`config.mk`:
```
export PLATFORM = sky130hd
export DESIGN_NAME = carry_skip_add_arbiter
export DESIGN_NICKNAME = d
export VERILOG_FILES = /design/src/rtl/carry_skip_add_arbiter.sv
export SDC_FILE = /design/constraint.sdc
export NUM_CORES = 1
export LEC_CHECK = 0
export BUFFER_PORTS_ARGS = -buffer_cell sky130_fd_sc_hd__buf_2
export CORE_UTILIZATION = 50
export DETAILED_ROUTE_END_ITERATION = 8
export HOLD_SLACK_MARGIN = 0.06
export PLACE_DENSITY = 0.87
export SLEW_MARGIN = 15
export SYNTH_ARGS = -nofsm -noshare
export SYNTH_HDL_FRONTEND = slang
export SYNTH_SLANG_ARGS = --single-unit
export TNS_END_PERCENT = 5
```
`constraint.sdc`:
```
create_clock -name clk -period 8.76 [get_ports clk]
set_input_delay 1.752 -clock clk [delete_from_list [all_inputs] [get_ports clk]]
set_output_delay 1.752 -clock clk [all_outputs]
set_load 0.1 [all_outputs]
```
`src/rtl/carry_skip_add_arbiter.sv`:
```
// carry_skip_add_arbiter: shares one carry-skip adder among NREQ valid/ready
// requesters. A round-robin arbiter grants one request per cycle. The result is
// captured in a one-entry response register that is tagged with the requester
// ID. A requester can lock the adder for multi-word additions. While the adder
// is locked, the stored carry-out feeds the cin of the next beat.
//
// Ports:
//   clk, rst             clock, synchronous active-high reset
//   req_valid/req_ready  per-requester handshake (ready is combinational)
//   req_a/req_b          packed operands, requester i at [i*N +: N]
//   req_cin/req_chain    per-requester carry-in / continue-into-next-beat
//   rsp_valid/rsp_ready  response handshake
//   rsp_id/rsp_sum/rsp_cout  registered result and its requester ID

// Carry-skip adder: ripple inside each block, bypass the block carry when every
// bit of the block propagates. A narrower last block absorbs any remainder.
module carry_skip_adder #(
    parameter int unsigned N          = 8,
    parameter int unsigned BLOCK_SIZE = 4
) (
    input  logic [N-1:0] a,
    input  logic [N-1:0] b,
    input  logic         cin,
    output logic [N-1:0] sum,
    output logic         cout
);
    localparam int unsigned BS = (BLOCK_SIZE == 0) ? 1 : BLOCK_SIZE;

    logic c;
    logic blk_cin;
    logic blk_p;
    logic p;

    always_comb begin
        sum     = '0;
        c       = cin;
        blk_cin = cin;
        blk_p   = 1'b1;
        p       = 1'b0;
        for (int i = 0; i < int'(N); i++) begin
            p      = a[i] ^ b[i];
            sum[i] = p ^ c;
            c      = (a[i] & b[i]) | (p & c);
            blk_p  = blk_p & p;
            // Block boundary: take the skip path when the whole block propagates
            if (((i % int'(BS)) == int'(BS) - 1) || (i == int'(N) - 1)) begin
                if (blk_p) c = blk_cin;
                blk_cin = c;
                blk_p   = 1'b1;
            end
        end
        cout = c;
    end
endmodule

module carry_skip_add_arbiter #(
    parameter int unsigned N          = 8,
    parameter int unsigned BLOCK_SIZE = 4,
    parameter int unsigned NREQ       = 4
) (
    input  logic                           clk,
    input  logic                           rst,
    input  logic [NREQ-1:0]                req_valid,
    output logic [NREQ-1:0]                req_ready,
    input  logic [NREQ*N-1:0]              req_a,
    input  logic [NREQ*N-1:0]              req_b,
    input  logic [NREQ-1:0]                req_cin,
    input  logic [NREQ-1:0]                req_chain,
    output logic                           rsp_valid,
    input  logic                           rsp_ready,
    output logic [((NREQ > 1) ? $clog2(NREQ) : 1)-1:0] rsp_id,
    output logic [N-1:0]                   rsp_sum,
    output logic                           rsp_cout
);
    localparam int unsigned IDW = (NREQ > 1) ? $clog2(NREQ) : 1;

    typedef enum logic {ARB, LOCK} state_t;

    state_t         state, state_next;
    logic           carry, carry_next;
    logic [IDW-1:0] owner, owner_next;
    logic [IDW-1:0] last_grant, last_grant_next;

    logic           accept;
    logic           found;
    logic [IDW-1:0] gnt;
    logic           xfer;
    int unsigned    search_idx;

    logic [N-1:0]   op_a;
    logic [N-1:0]   op_b;
    logic           op_cin;
    logic           sel_cin;
    logic           sel_chain;
    logic [N-1:0]   add_sum;
    logic           add_cout;

    // Response slot can take a new result when empty or draining this cycle
    assign accept = !rst && (!rsp_valid || rsp_ready);

    // Winner select: owner only while locked, else round-robin after last_grant
    always_comb begin
        found      = 1'b0;
        gnt        = '0;
        search_idx = 0;
        if (state == LOCK) begin
            gnt   = owner;
            found = req_valid[owner];
        end else begin
            for (int k = 1; k <= int'(NREQ); k++) begin
                search_idx = (int'(last_grant) + k) % NREQ;
                if (!found && req_valid[search_idx]) begin
                    found = 1'b1;
                    gnt   = IDW'(search_idx);
                end
            end
        end
    end

    assign xfer = accept && found;

    // Handshake and operand mux for the winner
    always_comb begin
        req_ready = '0;
        op_a      = '0;
        op_b      = '0;
        sel_cin   = 1'b0;
        sel_chain = 1'b0;
        for (int i = 0; i < int'(NREQ); i++) begin
            if (IDW'(i) == gnt) begin
                op_a      = req_a[i*N +: N];
                op_b      = req_b[i*N +: N];
                sel_cin   = req_cin[i];
                sel_chain = req_chain[i];
                req_ready[i] = xfer;
            end
        end
    end

    // A chained beat ignores its own cin and uses the stored carry instead
    assign op_cin = (state == LOCK) ? carry : sel_cin;

    carry_skip_adder #(
        .N          (N),
        .BLOCK_SIZE (BLOCK_SIZE)
    ) u_adder (
        .a    (op_a),
        .b    (op_b),
        .cin  (op_cin),
        .sum  (add_sum),
        .cout (add_cout)
    );

    // Next-state logic for the lock FSM and the arbitration pointer
    always_comb begin
        state_next      = state;
        carry_next      = carry;
        owner_next      = owner;
        last_grant_next = last_grant;
        if (xfer) begin
            last_grant_next = gnt;
            case (state)
                ARB: begin
                    if (sel_chain) begin
                        state_next = LOCK;
                        owner_next = gnt;
                        carry_next = add_cout;
                    end
                end
                LOCK: begin
                    if (sel_chain) begin
                        carry_next = add_cout;
                    end else begin
                        state_next = ARB;
                        carry_next = 1'b0;
                    end
                end
                default: state_next = ARB;
            endcase
        end
    end

    // State register
    always_ff @(posedge clk) begin
        if (rst) begin
            state      <= ARB;
            carry      <= 1'b0;
            owner      <= '0;
            last_grant <= IDW'(NREQ - 1);
        end else begin
            state      <= state_next;
            carry      <= carry_next;
            owner      <= owner_next;
            last_grant <= last_grant_next;
        end
    end

    // One-entry response register
    always_ff @(posedge clk) begin
        if (rst) begin
            rsp_valid <= 1'b0;
            rsp_id    <= '0;
            rsp_sum   <= '0;
            rsp_cout  <= 1'b0;
        end else if (xfer) begin
            rsp_valid <= 1'b1;
            rsp_id    <= gnt;
            rsp_sum   <= add_sum;
            rsp_cout  <= add_cout;
        end else if (rsp_ready) begin
            rsp_valid <= 1'b0;
        end
    end
endmodule

```
==> results.json <==
{
  "status": "completed",
  "grt_antenna_before_repair": 0,
  "ys_seq_area_share_pct": 19.6,
  "cts-root-buf": "clkbuf_4",
  "critPathMaxStageDelay_ps": 650,
  "dieArea_um2": 3920,
  "path_class": "in -> reg",
  "drv_slew": 0,
  "cts_buffers": 3,
  "setup_violations": 0,
  "yosysMostFrequentCell": "mux2i_1",
  "syn_nets": 308,
  "post_cts_buffers": 0,
  "initial_utilization_pct": 53.7,
  "track_usage_pct": 23.1,
  "r2r_cells": 19,
  "num_vias": 1832,
  "drc": 0,
  "clk-insertion-delay-late_ps": 300,
  "worstSetupStartpointType": "primary input",
  "ctsHoldBuffers": 0,
  "fin_crit_sh_pct": 74.0,
  "first_pass_iters": 4,
  "grt_pass1_vias": 1779,
  "irDropWorstVdd_v": 0.000107,
  "coreArea_um2": 3420,
  "clockBufferDepth": 2,
  "synth_largest_area_cell": "dfxtp_1",
  "wl_met2_mm": 2.35,
  "wire_per_inst_um": 12.7,
  "grt_pass1_wl_mm": 7.38,
  "synthTopCellsByCount": "mux2i_1 (27), nand2_1 (22), nor2_1 (19), dfxtp_1 (18), a211oi_1 (12)",
  "setup_tns_ps": 0,
  "highest_layer": "met4",
  "tightestPinTransition_ps": 764,
  "crit_required_ps": 8940,
  "fmax_mhz": 154,
  "crit_path_end_kind": "flop",
  "fin_area_um2": 2340,
  "diodes": 0,
  "synth_top_area_share_pct": 19.6,
  "wl_met1_mm": 1.76,
  "worst_ep_arrival_time_ps": 6660,
  "hold_path_class": "reg -> reg",
  "wl_met3_um": 202,
  "final_hold_viol_count": 0,
  "synthFlopType": "dfxtp_1",
  "path_max_fanout": 27,
  "cts_tree": "yes",
  "viasPerCell": 5.29,
  "cp_num_cells": 20,
  "layout-drive-gt1-share_pct": 38.7,
  "critPathBufInv": 3,
  "maxCapViolCount": 0,
  "placement.io_buffers": 94,
  "dpl_worst_slack_ps": 1950,
  "syn-cell-area_um2": 1840,
  "place.gp.congestion": 0.797,
  "hold_ws_ps": 499,
  "drt_iter0_markers": 46,
  "cts.sink_count": 18,
  "post_cts_resized": 0,
  "htreeDepth": 1,
  "p_leak_uw": 0.00119,
  "io_pins": 95,
  "clk_pin_slew_worst_paths_ps": 100,
  "avgSynthCellArea_um2": 8.62,
  "dp_cells": 342,
  "placed_area_um2": 2300,
  "ys_ff_latch": 18,
  "holdPathStages": 2,
  "routed_wl_mm": 4.38,
  "hpwl_mm": 3.57,
  "area_growth_pct": 27.4,
  "relSlewSlack_pct": 48.9,
  "synth_edf_count": 0,
  "fin_crit_ps": 6480,
  "path_cells": "buf_2 > o21a_1 > a211o_1 > o21ai_4 > a211oi_1 > a31oi_1 > fa_1 > fa_1 > fa_1 > inv_1 > fa_1 > nor2_1 > a21oi_2 > fa_1 > fa_1 > fa_1 > inv_1 > fa_1 > mux2i_1 > nor2_1",
  "drtAntennaViolNets": 0,
  "finClkSkew_ps": 4.62,
  "die_w_um": 62.6,
  "die_y_um": 62.6,
  "rsz0062_at_grt": "false",
  "power.density_nw_per_um2": 260,
  "syn_inst": 213,
  "final-instance-count-excl-fill": 346,
  "critPathMostFrequentCell": "fa_1",
  "synth_async_sr_flop_share_pct": 0,
  "cp_slowest_cell": "o21ai_4",
  "layout_setup_ws_ps": 2280,
  "synth.area.top_cells": "dfxtp_1 (20%), mux2i_1 (15%), fa_1 (8.7%)",
  "overflow": 0,
  "finalNetCount": 396,
  "rows": 21,
  "crit_family": "adder cells",
  "synth_cell_types": 51,
  "ys_warn_count": 0,
  "grt_start_max_net_pins": 33
}
registers in the layout, summed over array words and instances, names as in the netlist:
register / flops
owner: 2
rsp_id: 2
last_grant: 2
rsp_valid: 1
rsp_sum: 8
state: 1
rsp_cout: 1
carry: 1
power breakdown:
| group | switching, uW | leakage [uW] | internal [uW] | total (uW) |
|---|---|---|---|---|
| clock network | 26.4 | 0.0000210 | 25.4 | 51.7 |
| logic | 294 | 0.00102 | 140 | 434 |
| registers | 17.7 | 0.000149 | 105 | 122 |
layout make-up:
class                      count  area (um^2)
clock buffer                   4         36.3
fill                         295         1080
inverter                      12         45.0
multi-input combinational    169         1350
sequential                    18          360
tap                           46         57.6
timing repair buffer          97          493
metrics by stage:
stage          util (%)  total power [uW]
4_1_cts            68.5               609
2_1_floorplan         -               477
5_1_grt            68.5               655
3_3_place_gp       67.4               544
3_5_place_dp       67.4               558
6_report           68.5               608
worst min-delay path, stage by stage (launching register included):
cell      delay, ps
dfxtp_1         330
nand3b_1         80
a32oi_1          50
placed cells by master (no fill, tap or decap), types with 2 or more instances in the layout:
| cell type | count |
|---|---|
| a211o_1 | 2 |
| a211oi_1 | 12 |
| a21oi_1 | 3 |
| a31oi_1 | 9 |
| and2_0 | 3 |
| and2_1 | 6 |
| and3_1 | 3 |
| buf_2 | 94 |
| buf_4 | 3 |
| clkbuf_4 | 3 |
| dfxtp_1 | 18 |
| fa_1 | 8 |
| ha_1 | 8 |
| inv_1 | 10 |
| inv_2 | 2 |
| mux2_2 | 4 |
| mux2i_1 | 27 |
| nand2_1 | 22 |
| nand2b_1 | 7 |
| nand3_1 | 2 |
| nor2_1 | 19 |
| nor2b_1 | 3 |
| nor3_1 | 3 |
| o211ai_1 | 2 |
| o21a_1 | 2 |
final timing paths:
path	from	endpoint	slack [ps]
max reg2reg	last_grant[1]	rsp_sum[7]	3570
min reg2reg	carry	carry	500
min	carry	carry	500
max	req_valid[0]	rsp_sum[7]	2280
routing by layer:
metal  vias up  track usage [%]
met2        65             45.2
met1       839             25.2
met5         -                0
li1        922                -
met4         0             6.69
met3         6             3.10
logic make-up (layout without fill, tap and decap cells):
family                     Yosys count  count (layout)  synth area share [%]
AOI/OAI and AO/OA                   41              41                  18.2
and+or+nand+nor                     79              79                  21.7
muxes                               33              33                  19.2
buffers and inverters               26             113                  7.02
adders and majority gates           16              16                  14.2
DFF                                 18              18                  19.6
No activity file was read; power rests on OpenSTA's default activity.
